--- config.mk ---
export PLATFORM = sky130hd
export DESIGN_NAME = div_unit_flat
export DESIGN_NICKNAME = d
export VERILOG_FILES = /design/src/rtl/div_pkg.sv /design/src/rtl/div_if.sv /design/src/rtl/div_step.sv /design/src/rtl/div_unit.sv /design/src/flat_wrapper.sv
export SDC_FILE = /design/constraint.sdc
export NUM_CORES = 1
export LEC_CHECK = 0
export CORE_ASPECT_RATIO = 1.25
export CORE_UTILIZATION = 53
export CTS_CLUSTER_DIAMETER = 200
export DETAILED_ROUTE_END_ITERATION = 8
export HOLD_SLACK_MARGIN = 0.12
export PLACE_DENSITY = 0.81
export SYNTH_ARGS = -nofsm -noshare
export SYNTH_HDL_FRONTEND = slang
export SYNTH_SLANG_ARGS = --single-unit
--- constraint.sdc ---
create_clock -name clk -period 12.1 [get_ports clk]
set_input_delay 2.42 -clock clk [delete_from_list [all_inputs] [get_ports clk]]
set_output_delay 2.42 -clock clk [all_outputs]
set_load 0.05 [all_outputs]
--- src/rtl/div_pkg.sv ---
// div_pkg: shared types and helpers for the iterative divider
//   div_op_t    : funct3[1:0] encoding of DIV/DIVU/REM/REMU
//   div_state_t : divider control states
//   twos_neg    : two's-complement negation, MAX_W bits wide; callers truncate
package div_pkg;
  localparam int MAX_W = 64;
  typedef enum logic [1:0] {DIV = 2'b00, DIVU = 2'b01, REM = 2'b10, REMU = 2'b11} div_op_t;
  typedef enum logic [1:0] {IDLE, CALC, DONE} div_state_t;
  function automatic logic [MAX_W-1:0] twos_neg(input logic [MAX_W-1:0] a);
    return ~a + 1'b1;
  endfunction
endpackage

--- src/rtl/div_if.sv ---
// div_if: request/result handshake bundle for div_unit
//   request : valid_in, ready_out, op_in, rs1_data_in, rs2_data_in, rd_in
//   result  : valid_out, ready_in, result_out, rd_out
//   master drives requests and accepts results; slave is the divider
interface div_if #(
  parameter int DATA_WIDTH = 32,
  parameter int NUM_REGISTERS = 32
);
  localparam int OP_ADDR_WIDTH = $clog2(NUM_REGISTERS);
  logic valid_in;
  logic ready_out;
  logic [1:0] op_in;
  logic [DATA_WIDTH-1:0] rs1_data_in;
  logic [DATA_WIDTH-1:0] rs2_data_in;
  logic [OP_ADDR_WIDTH-1:0] rd_in;
  logic valid_out;
  logic ready_in;
  logic [DATA_WIDTH-1:0] result_out;
  logic [OP_ADDR_WIDTH-1:0] rd_out;
  modport master (
    output valid_in, op_in, rs1_data_in, rs2_data_in, rd_in, ready_in,
    input ready_out, valid_out, result_out, rd_out
  );
  modport slave (
    input valid_in, op_in, rs1_data_in, rs2_data_in, rd_in, ready_in,
    output ready_out, valid_out, result_out, rd_out
  );
endinterface

--- src/rtl/div_step.sv ---
// div_step: one combinational restoring-division iteration
//   rem_in/quo_in/dvs_in : partial remainder, shifting quotient, divisor
//   rem_out/quo_out      : values after one shift-compare-subtract step
module div_step #(
  parameter int DATA_WIDTH = 32
) (
  input  logic [DATA_WIDTH-1:0] rem_in,
  input  logic [DATA_WIDTH-1:0] quo_in,
  input  logic [DATA_WIDTH-1:0] dvs_in,
  output logic [DATA_WIDTH-1:0] rem_out,
  output logic [DATA_WIDTH-1:0] quo_out
);
  logic [DATA_WIDTH:0] sh;
  logic ge;
  always_comb begin
    // one extra bit: the shifted remainder can exceed DATA_WIDTH bits
    sh = {rem_in, quo_in[DATA_WIDTH-1]};
    ge = sh >= {1'b0, dvs_in};
    rem_out = ge ? DATA_WIDTH'(sh - {1'b0, dvs_in}) : sh[DATA_WIDTH-1:0];
    quo_out = {quo_in[DATA_WIDTH-2:0], ge};
  end
endmodule

--- src/rtl/div_unit.sv ---
// div_unit: iterative radix-2 restoring divider for RV32M DIV/DIVU/REM/REMU
//   clk, arst_n (async active-low), flush_in (sync abort)
//   bus : div_if.slave request/result handshake with destination tag
//   DIV_EARLY_OUT_EN : divide-by-zero and signed overflow finish after one cycle
module div_unit
  import div_pkg::*;
#(
  parameter int DATA_WIDTH = 32,
  parameter int NUM_REGISTERS = 32
) (
  input logic clk,
  input logic arst_n,
  input logic flush_in,
  div_if.slave bus
);
  localparam int OP_ADDR_WIDTH = $clog2(NUM_REGISTERS);
  localparam int CNT_W = $clog2(DATA_WIDTH);
  localparam logic [CNT_W-1:0] LAST = CNT_W'(DATA_WIDTH - 1);
  localparam logic [DATA_WIDTH-1:0] MOST_NEG = {1'b1, {(DATA_WIDTH-1){1'b0}}};
  div_state_t state_q, state_d;
  div_op_t op_q, op_d;
  logic qneg_q, qneg_d, rneg_q, rneg_d, spec_q, spec_d;
  logic [DATA_WIDTH-1:0] rem_q, rem_d, quo_q, quo_d, dvs_q, dvs_d;
  logic [DATA_WIDTH-1:0] spec_val_q, spec_val_d, res_q, res_d;
  logic [CNT_W-1:0] cnt_q, cnt_d;
  logic [OP_ADDR_WIDTH-1:0] rd_q, rd_d, rd_out_q, rd_out_d;
  logic [DATA_WIDTH-1:0] rem_n, quo_n, abs1, abs2, q_fin, r_fin, res_fin;
  logic accept, calc, fin, early, s1, s2, div0, ovf;
  div_step #(.DATA_WIDTH(DATA_WIDTH)) u_step (
    .rem_in(rem_q), .quo_in(quo_q), .dvs_in(dvs_q),
    .rem_out(rem_n), .quo_out(quo_n)
  );
`ifdef DIV_EARLY_OUT_EN
  assign early = spec_q;
`else
  assign early = 1'b0;
`endif
  always_comb begin
    accept = state_q == IDLE && bus.valid_in && !flush_in;
    calc = state_q == CALC;
    fin = calc && (cnt_q == LAST || early);
    s1 = !bus.op_in[0] && bus.rs1_data_in[DATA_WIDTH-1];
    s2 = !bus.op_in[0] && bus.rs2_data_in[DATA_WIDTH-1];
    abs1 = s1 ? DATA_WIDTH'(twos_neg(MAX_W'(bus.rs1_data_in))) : bus.rs1_data_in;
    abs2 = s2 ? DATA_WIDTH'(twos_neg(MAX_W'(bus.rs2_data_in))) : bus.rs2_data_in;
    div0 = bus.rs2_data_in == '0;
    ovf = !bus.op_in[0] && bus.rs1_data_in == MOST_NEG && bus.rs2_data_in == '1;
    q_fin = qneg_q ? DATA_WIDTH'(twos_neg(MAX_W'(quo_n))) : quo_n;
    r_fin = rneg_q ? DATA_WIDTH'(twos_neg(MAX_W'(rem_n))) : rem_n;
    res_fin = spec_q ? spec_val_q : (op_q inside {REM, REMU}) ? r_fin : q_fin;
  end
  always_comb begin
    op_d = accept ? div_op_t'(bus.op_in) : op_q;
    qneg_d = accept ? s1 ^ s2 : qneg_q;
    rneg_d = accept ? s1 : rneg_q;
    dvs_d = accept ? abs2 : dvs_q;
    rem_d = accept ? '0 : calc ? rem_n : rem_q;
    quo_d = accept ? abs1 : calc ? quo_n : quo_q;
    cnt_d = accept ? '0 : calc ? cnt_q + 1'b1 : cnt_q;
    spec_d = accept ? div0 || ovf : spec_q;
    spec_val_d = !accept ? spec_val_q :
                 div0 ? (bus.op_in[1] ? bus.rs1_data_in : '1) :
                 (bus.op_in[1] ? '0 : bus.rs1_data_in);
    rd_d = accept ? bus.rd_in : rd_q;
    res_d = fin ? res_fin : res_q;
    rd_out_d = fin ? rd_q : rd_out_q;
  end
  always_ff @(posedge clk or negedge arst_n)
    if (!arst_n) begin
      op_q <= DIV;
      qneg_q <= 1'b0;
      rneg_q <= 1'b0;
      dvs_q <= '0;
      rem_q <= '0;
      quo_q <= '0;
      cnt_q <= '0;
      spec_q <= 1'b0;
      spec_val_q <= '0;
      rd_q <= '0;
      res_q <= '0;
      rd_out_q <= '0;
    end else begin
      op_q <= op_d;
      qneg_q <= qneg_d;
      rneg_q <= rneg_d;
      dvs_q <= dvs_d;
      rem_q <= rem_d;
      quo_q <= quo_d;
      cnt_q <= cnt_d;
      spec_q <= spec_d;
      spec_val_q <= spec_val_d;
      rd_q <= rd_d;
      res_q <= res_d;
      rd_out_q <= rd_out_d;
    end
  always_ff @(posedge clk or negedge arst_n)
    if (!arst_n) state_q <= IDLE;
    else state_q <= state_d;
  always_comb
    state_d = flush_in ? IDLE :
              accept ? CALC :
              fin ? DONE :
              (state_q == DONE && bus.ready_in) ? IDLE : state_q;
  always_comb begin
    bus.ready_out = state_q == IDLE;
    bus.valid_out = state_q == DONE;
    bus.result_out = res_q;
    bus.rd_out = rd_out_q;
  end
endmodule

--- src/flat_wrapper.sv ---
// flat-port wrapper written by rule: the top's interface ports become plain ports
module div_unit_flat import div_pkg::*;
#(
  parameter int DATA_WIDTH = 32,
  parameter int NUM_REGISTERS = 32
)
  (clk, arst_n, flush_in, bus_valid_in, bus_op_in, bus_rs1_data_in, bus_rs2_data_in, bus_rd_in, bus_ready_in, bus_ready_out, bus_valid_out, bus_result_out, bus_rd_out);
  div_if #(.DATA_WIDTH(DATA_WIDTH), .NUM_REGISTERS(NUM_REGISTERS)) bus_i ();
  input logic clk;
  input logic arst_n;
  input logic flush_in;
  input wire logic [$bits(bus_i.valid_in)-1:0] bus_valid_in;
  input wire logic [$bits(bus_i.op_in)-1:0] bus_op_in;
  input wire logic [$bits(bus_i.rs1_data_in)-1:0] bus_rs1_data_in;
  input wire logic [$bits(bus_i.rs2_data_in)-1:0] bus_rs2_data_in;
  input wire logic [$bits(bus_i.rd_in)-1:0] bus_rd_in;
  input wire logic [$bits(bus_i.ready_in)-1:0] bus_ready_in;
  output wire logic [$bits(bus_i.ready_out)-1:0] bus_ready_out;
  output wire logic [$bits(bus_i.valid_out)-1:0] bus_valid_out;
  output wire logic [$bits(bus_i.result_out)-1:0] bus_result_out;
  output wire logic [$bits(bus_i.rd_out)-1:0] bus_rd_out;
  assign bus_i.valid_in = bus_valid_in;
  assign bus_i.op_in = bus_op_in;
  assign bus_i.rs1_data_in = bus_rs1_data_in;
  assign bus_i.rs2_data_in = bus_rs2_data_in;
  assign bus_i.rd_in = bus_rd_in;
  assign bus_i.ready_in = bus_ready_in;
  assign bus_ready_out = bus_i.ready_out;
  assign bus_valid_out = bus_i.valid_out;
  assign bus_result_out = bus_i.result_out;
  assign bus_rd_out = bus_i.rd_out;
  div_unit #(.DATA_WIDTH(DATA_WIDTH), .NUM_REGISTERS(NUM_REGISTERS)) u_core (.clk(clk), .arst_n(arst_n), .flush_in(flush_in), .bus(bus_i));
endmodule
**After elaboration in Yosys (flattened, before gate mapping)**

Index checks and enable logic that the tools add are counted.

- $add $sub $neg: 6
- Magnitude comparators: 1
- Equality and inequality tests: 7
- Mux-type cells: 20
- Bitwise operators: 5
- Reduce and logical (&&, ||, !) cells: 16

Operators with widths:

| operator | number |
|---|---|
| 32-bit two-way mux | 14 |
| 32-bit by 1-bit adder with 32-bit output, second input constant | 4 |
| 32-bit inverter | 4 |
| 32-bit == test, second input constant | 2 |
| 33-bit by 32-bit greater-or-equal comparator with 1-bit output | 1 |
| 32-bit zero test | 1 |
| 32-bit subtractor | 1 |
| 5-bit two-way mux | 2 |
| 1-bit logical AND | 8 |
| 2-bit two-way mux | 4 |
| 2-bit == test, second input constant | 3 |
| 5-bit by 1-bit adder with 5-bit output, second input constant | 1 |
| 5-bit == test, second input constant | 1 |
| 2-bit nonzero test | 2 |
| 4-bit nonzero test | 1 |
| 2-bit by 1-bit == test with 1-bit output, second input constant | 1 |
| 1-bit zero test | 2 |
| 2-bit zero test | 1 |
| 1-bit logical OR | 1 |
| 1-bit XOR | 1 |

- Bits in registers: 182
- Output and inout bits: 39
- Logic and storage cells: 68

**Longest topological paths before layout**

- Word-level depth: 7
- Mapped depth: 24

**Modules after synthesis**

From an unflattened synthesis, not the netlist that was laid out.

- Cell total of the unflattened synthesis: 1633
- Area, all modules: 13431.6 um^2

Modules (own cells, without submodules):

| module | times used | cells each | area each (um^2) |
|---|---|---|---|
| div_unit | 1 | 1273 | 10711.5 |
| div_step | 1 | 360 | 2720.1 |

**Worst setup path after synthesis**

Ideal clock, no wire load.

- Path type: register -> register
- Start point: register u_core.rem_q[1]
- End point: register u_core.res_q[28], in the netlist u_core.bus.result_out[28]
- Library setup time: 0.134 ns
- Arrival: 4.709 ns
- Data required time: 11.966 ns
- Setup slack: 7.257 ns
- Stages on the path, launching flop included: 21
- Path buffers: 3
- Period minus slack after synthesis: 4.843 ns
- Cell sequence: dfrtp_1 ha_1 and3b_4 o211a_1 o2111ai_2 a211oi_2 or2_1 buf_6 inv_4 buf_2 buf_1 ha_1 or3b_1 or3_1 nand2b_1 or2_1 o31ai_1 xnor2_1 a221o_1 o21ai_0 o31ai_2

- Longest elaborated chain between the ends: 7
- Elaborated cells on any way between the ends: 11

Ends and longest elaborated chain:

| what | line | RTL |
|---|---|---|
| from (decl) | div_unit.sv:23 | `logic [DATA_WIDTH-1:0] rem_q, rem_d, quo_q, quo_d, dvs_q, dvs_d;` |
| from (signal assigned) | div_unit.sv:87 | `rem_q <= rem_d;` |
| 32-bit subtractor / 33-bit by 32-bit greater-or-equal comparator with 1-bit output (equally long branches) | div_step.sv:19, div_step.sv:18 |  |
| 32-bit two-way mux | div_step.sv:19 | `rem_out = ge ? DATA_WIDTH'(sh - {1'b0, dvs_in}) : sh[DATA_WIDTH-1:0];` |
| 32-bit inverter | div_pkg.sv:10 | `return ~a + 1'b1;` |
| 32-bit by 1-bit adder with 32-bit output | div_pkg.sv:10 |  |
| 32-bit two-way mux | div_unit.sv:49 | `r_fin = rneg_q ? DATA_WIDTH'(twos_neg(MAX_W'(rem_n))) : rem_n;` |
| 32-bit two-way mux * (2 in a row) | div_unit.sv:50 | `res_fin = spec_q ? spec_val_q : (op_q inside {REM, REMU}) ? r_fin : q_fin;` |
| to (signal assigned) | div_unit.sv:93 | `res_q <= res_d;` |
| to (decl) | div_unit.sv:24 | `logic [DATA_WIDTH-1:0] spec_val_q, spec_val_d, res_q, res_d;` |

Mark *: on every way between the ends. The rest lies on a longest branch, timed or not.
A chain may end at the register's enable or synchronous reset.

**Worst setup path in the final report**

- Start point: register u_core.dvs_q[8]
- End point: register u_core.res_q[28], in the netlist u_core.bus.result_out[28]

- Longest elaborated chain between the ends: 7
- Elaborated cells on any way between the ends: 11

Ends and longest elaborated chain:

| what | line | RTL |
|---|---|---|
| from (decl) | div_unit.sv:23 |  |
| from (signal assigned) | div_unit.sv:86 | `dvs_q <= dvs_d;` |
| 32-bit subtractor / 33-bit by 32-bit greater-or-equal comparator with 1-bit output (equally long branches) | div_step.sv:19, div_step.sv:18 |  |
| 32-bit two-way mux | div_step.sv:19 |  |
| 32-bit inverter | div_pkg.sv:10 |  |
| 32-bit by 1-bit adder with 32-bit output | div_pkg.sv:10 |  |
| 32-bit two-way mux | div_unit.sv:49 |  |
| 32-bit two-way mux * (2 in a row) | div_unit.sv:50 |  |

Marked as above.

==> flow_summary.ini <==
[detailed_routing]
drt_wl_total_um = 42050
drt-pass1-iter-count = 7
num_vias = 13070
drc = 0
final_antenna_net_count = 0
vias_per_cell = 6.273
first_iter_violations = 1190
wl_per_cell_um = 20.18

[logic_synthesis]
synth.distinct_cells = 92
postSynthCellCount = 1701
syn_nets = 1817
synthTopCellsByArea = dfrtp_1 34%, nand2_1 7.0%, o21ai_0 6.6%, xnor2_1 6.1%, a21oi_1 3.9%
synth_edf_count = 0
synth_area_per_cell_um2 = 7.943
synth_largest_area_cell = dfrtp_1
ys.flop_type = dfrtp_1
synth_top_area_share_pct = 33.52
yosys-top-cells-count = 253 x nand2_1, 181 x dfrtp_1, 179 x o21ai_0
ys_ff_latch = 181
yosysSeqAreaShare_pct = 33.52
synth.cell_area_um2 = 13510
synthArstFlopShare_pct = 100.0
yosys_warnings = 0
yosysMostFrequentCell = nand2_1

[global_routing]
grtUsageTotal_pct = 33.42
grt_max_degree = 112
overflow = 0
grt_pass1_wl_um = 67150
antenna_found_initial = 0
grt_pass1_vias = 12470

[hold_path]
hold_start = u_core.rd_q[0]$_DFFE_PN0P_
hp-class = flip-flop to flip-flop
min_path_cells = 2
worstHoldEndpoint = u_core.bus.rd_out[0]$_DFFE_PN0P_

[place]
pre_cts_slack_ns = 6.399
place_congestion = 0.9679
portBuffers = 114
hpwl_um = 31240
place_area_um2 = 14740

[pwr]
p_per_area_nw_per_um2 = 239.1
netSwitchingFraction_pct = 49.82
seqPwrFrac_pct = 24.8
combPwrFrac_pct = 59.6
ir_worst_vdd_v = 0.0001422
power_frac_clock_pct = 15.6
power.internal_uw = 1839
power_leakage_uw = 0.006392
switchingPower_uw = 1825

[critical_path]
cp-start-kind = flip-flop
cp_num_buf_inv = 2
crit_family = compound AO/OA/AOI/OAI gates
reg2reg_from = u_core.dvs_q[8]$_DFFE_PN0P_
end_kind = flip-flop
cp.required_ns = 12.41
cpMaxStageDelayCell = or3_1
critPathMaxFanout = 45
path_cells = inv_1 > ha_1 > a21oi_1 > o21ai_2 > a221oi_2 > a211oi_2 > or2_2 > inv_4 > ha_1 > or3b_1 > or3_1 > nand2b_1 > or2_1 > o31ai_1 > xnor2_1 > a221o_1 > o21ai_0 > o31ai_2
r2r_end = u_core.bus.result_out[28]$_DFFE_PN0P_
worstSetupPathType = flip-flop to flip-flop
rrSetupSlack_ns = 6.67
critPathMaxStageDelay_ns = 0.44
critPathArrivalTime_ns = 5.74
crit_top_cell = ha_1
r2r_cells = 18

[clock_network]
cts_tree = built
path_clk_slew_ns = 0.07
clock_path_buffers = 2
clock_latency_ns = 0.44
cts_buffers = 17
cts-hold-fix-buffers = 0
post-cts-setup-buffer-count = 0
cts_resized = 0
clkSinkCount = 181
clk_root_buffer_cell = clkbuf_16
htreeDepth = 4

[timing]
drv_slew = 0
slew_headroom_pct = 26.87
finalClockSkew_ns = 0.008021
timing.hold.ws_ns = 0.4730
fin_ws_ns = 6.667
hold_violations = 0
post-route-period-util_pct = 44.90
rsz0062_at_grt = false
period_needed_ns = 5.433
fin_tns_setup_ns = 0
worst_pin_slew_ns = 1.093
setup_violations = 0
max_freq_ghz = 0.1841

[final_layout]
finalNetCount = 1858
diodes = 0
nFillCells = 2173
fin_area_um2 = 15320
drive_above_1_share_pct = 5.074
final_core_util_pct = 61.93
area_delta_synth_final_pct = 13.43

[die]
die_area_um2 = 26140
start_util_pct = 54.60
pin_count = 115
core_um2 = 24740
rows = 64
die_x_um = 144.8
die_h_um = 180.5

[outcome]
status = completed

[flow_run]
maxCapViolations = 0
[how the worst max path moves through the flow]
stage	from	end	slack, ns	depth (start not counted)
after global routing	u_core.dvs_q[8]$_DFFE_PN0P_	u_core.bus.result_out[26]$_DFFE_PN0P_	6.25	19
final	u_core.dvs_q[8]$_DFFE_PN0P_	u_core.bus.result_out[28]$_DFFE_PN0P_	6.67	18
after floorplan	u_core.rem_q[1]$_DFFE_PN0P_	u_core.bus.result_out[28]$_DFFE_PN0P_	7.26	20
after detailed placement	bus_rs1_data_in[0]	u_core.quo_q[29]$_DFFE_PN0P_	6.40	11
after global placement	bus_rs1_data_in[0]	u_core.quo_q[29]$_DFFE_PN0P_	6.52	11
after CTS	u_core.dvs_q[8]$_DFFE_PN0P_	u_core.bus.result_out[28]$_DFFE_PN0P_	6.72	18
[through the flow]
| step | std cells | power [uW] |
|---|---|---|
| final | 2084 | 3664 |
| after global routing | 2084 | 3872 |
| after CTS | 2084 | 3602 |
| after detailed placement | 2053 | 3013 |
| after global placement | 2053 | 2995 |
| after floorplan | 1701 | 2439 |
[tightest hold or removal path: stages, from the launching register on]
cell	delay, ns
dfrtp_1	0.34
nand2_1	0.05
nand2_1	0.05
[kinds of logic (layout without fill, tap and decap cells)]
group | Yosys count | after routing | share of synthesized area [%]
fa+ha+maj | 72 | 72 | 6.131
simple gates | 597 | 597 | 20.78
mux | 23 | 23 | 1.861
flops | 181 | 181 | 33.52
xor+xnor | 143 | 143 | 9.270
compound gates | 495 | 495 | 22.78
buf+inv | 190 | 243 | 5.649
[registers in the layout, summed over array words and instances (netlist names), 2 cells and up]
signal,flops
u_core.bus.rd_out,5
u_core.bus.result_out,32
u_core.cnt_q,5
u_core.dvs_q,32
u_core.quo_q,32
u_core.rd_q,5
u_core.rem_q,32
u_core.spec_val_q,32
u_core.state_q,2
[power by group through the flow]
stage          Clock (uW)  Combinational (uW)  Sequential [uW]
2_1_floorplan           0                1570              866
3_3_place_gp            0                2090              901
3_5_place_dp            0                2100              910
4_1_cts               574                2130              900
5_1_grt               596                2350              921
6_report              573                2180              908
[cell usage in the layout, fill, tap and decap left out, drive strengths merged, types with 19 or more instances in the layout]
master	n
o31ai	28
xnor2	94
nand4	26
mux2i	19
ha	39
clkdlybuf4s50	113
clkbuf	19
and3	20
nor2	125
xor2	49
dfrtp	181
nand3	45
nand2	253
maj3	32
a31oi	40
nor3	34
inv	85
o21ai	188
a21oi	109
a211oi	20
[layer usage]
metal  vias to the layer above  GRT usage, %  wire, um
met5                         -             0         0
met4                         0         18.95      2458
met3                       123         4.199      2755
met2                       583         53.54     19910
met1                      6241         43.16     16920
li1                       6126             -         -
[cell type report]
cell class                      count  area [um2]  area share [%]
Inverter                           83       314.1           2.049
Sequential cell                   181        4529           29.56
Multi-Input combinational cell   1330        8229           53.70
Clock buffer                       19       432.9           2.825
Tap cell                          330       412.9           2.694
Timing Repair Buffer              129        1255           8.189
Clock inverter                     12       151.4          0.9879
No activity file was read; power rests on OpenSTA's default activity.
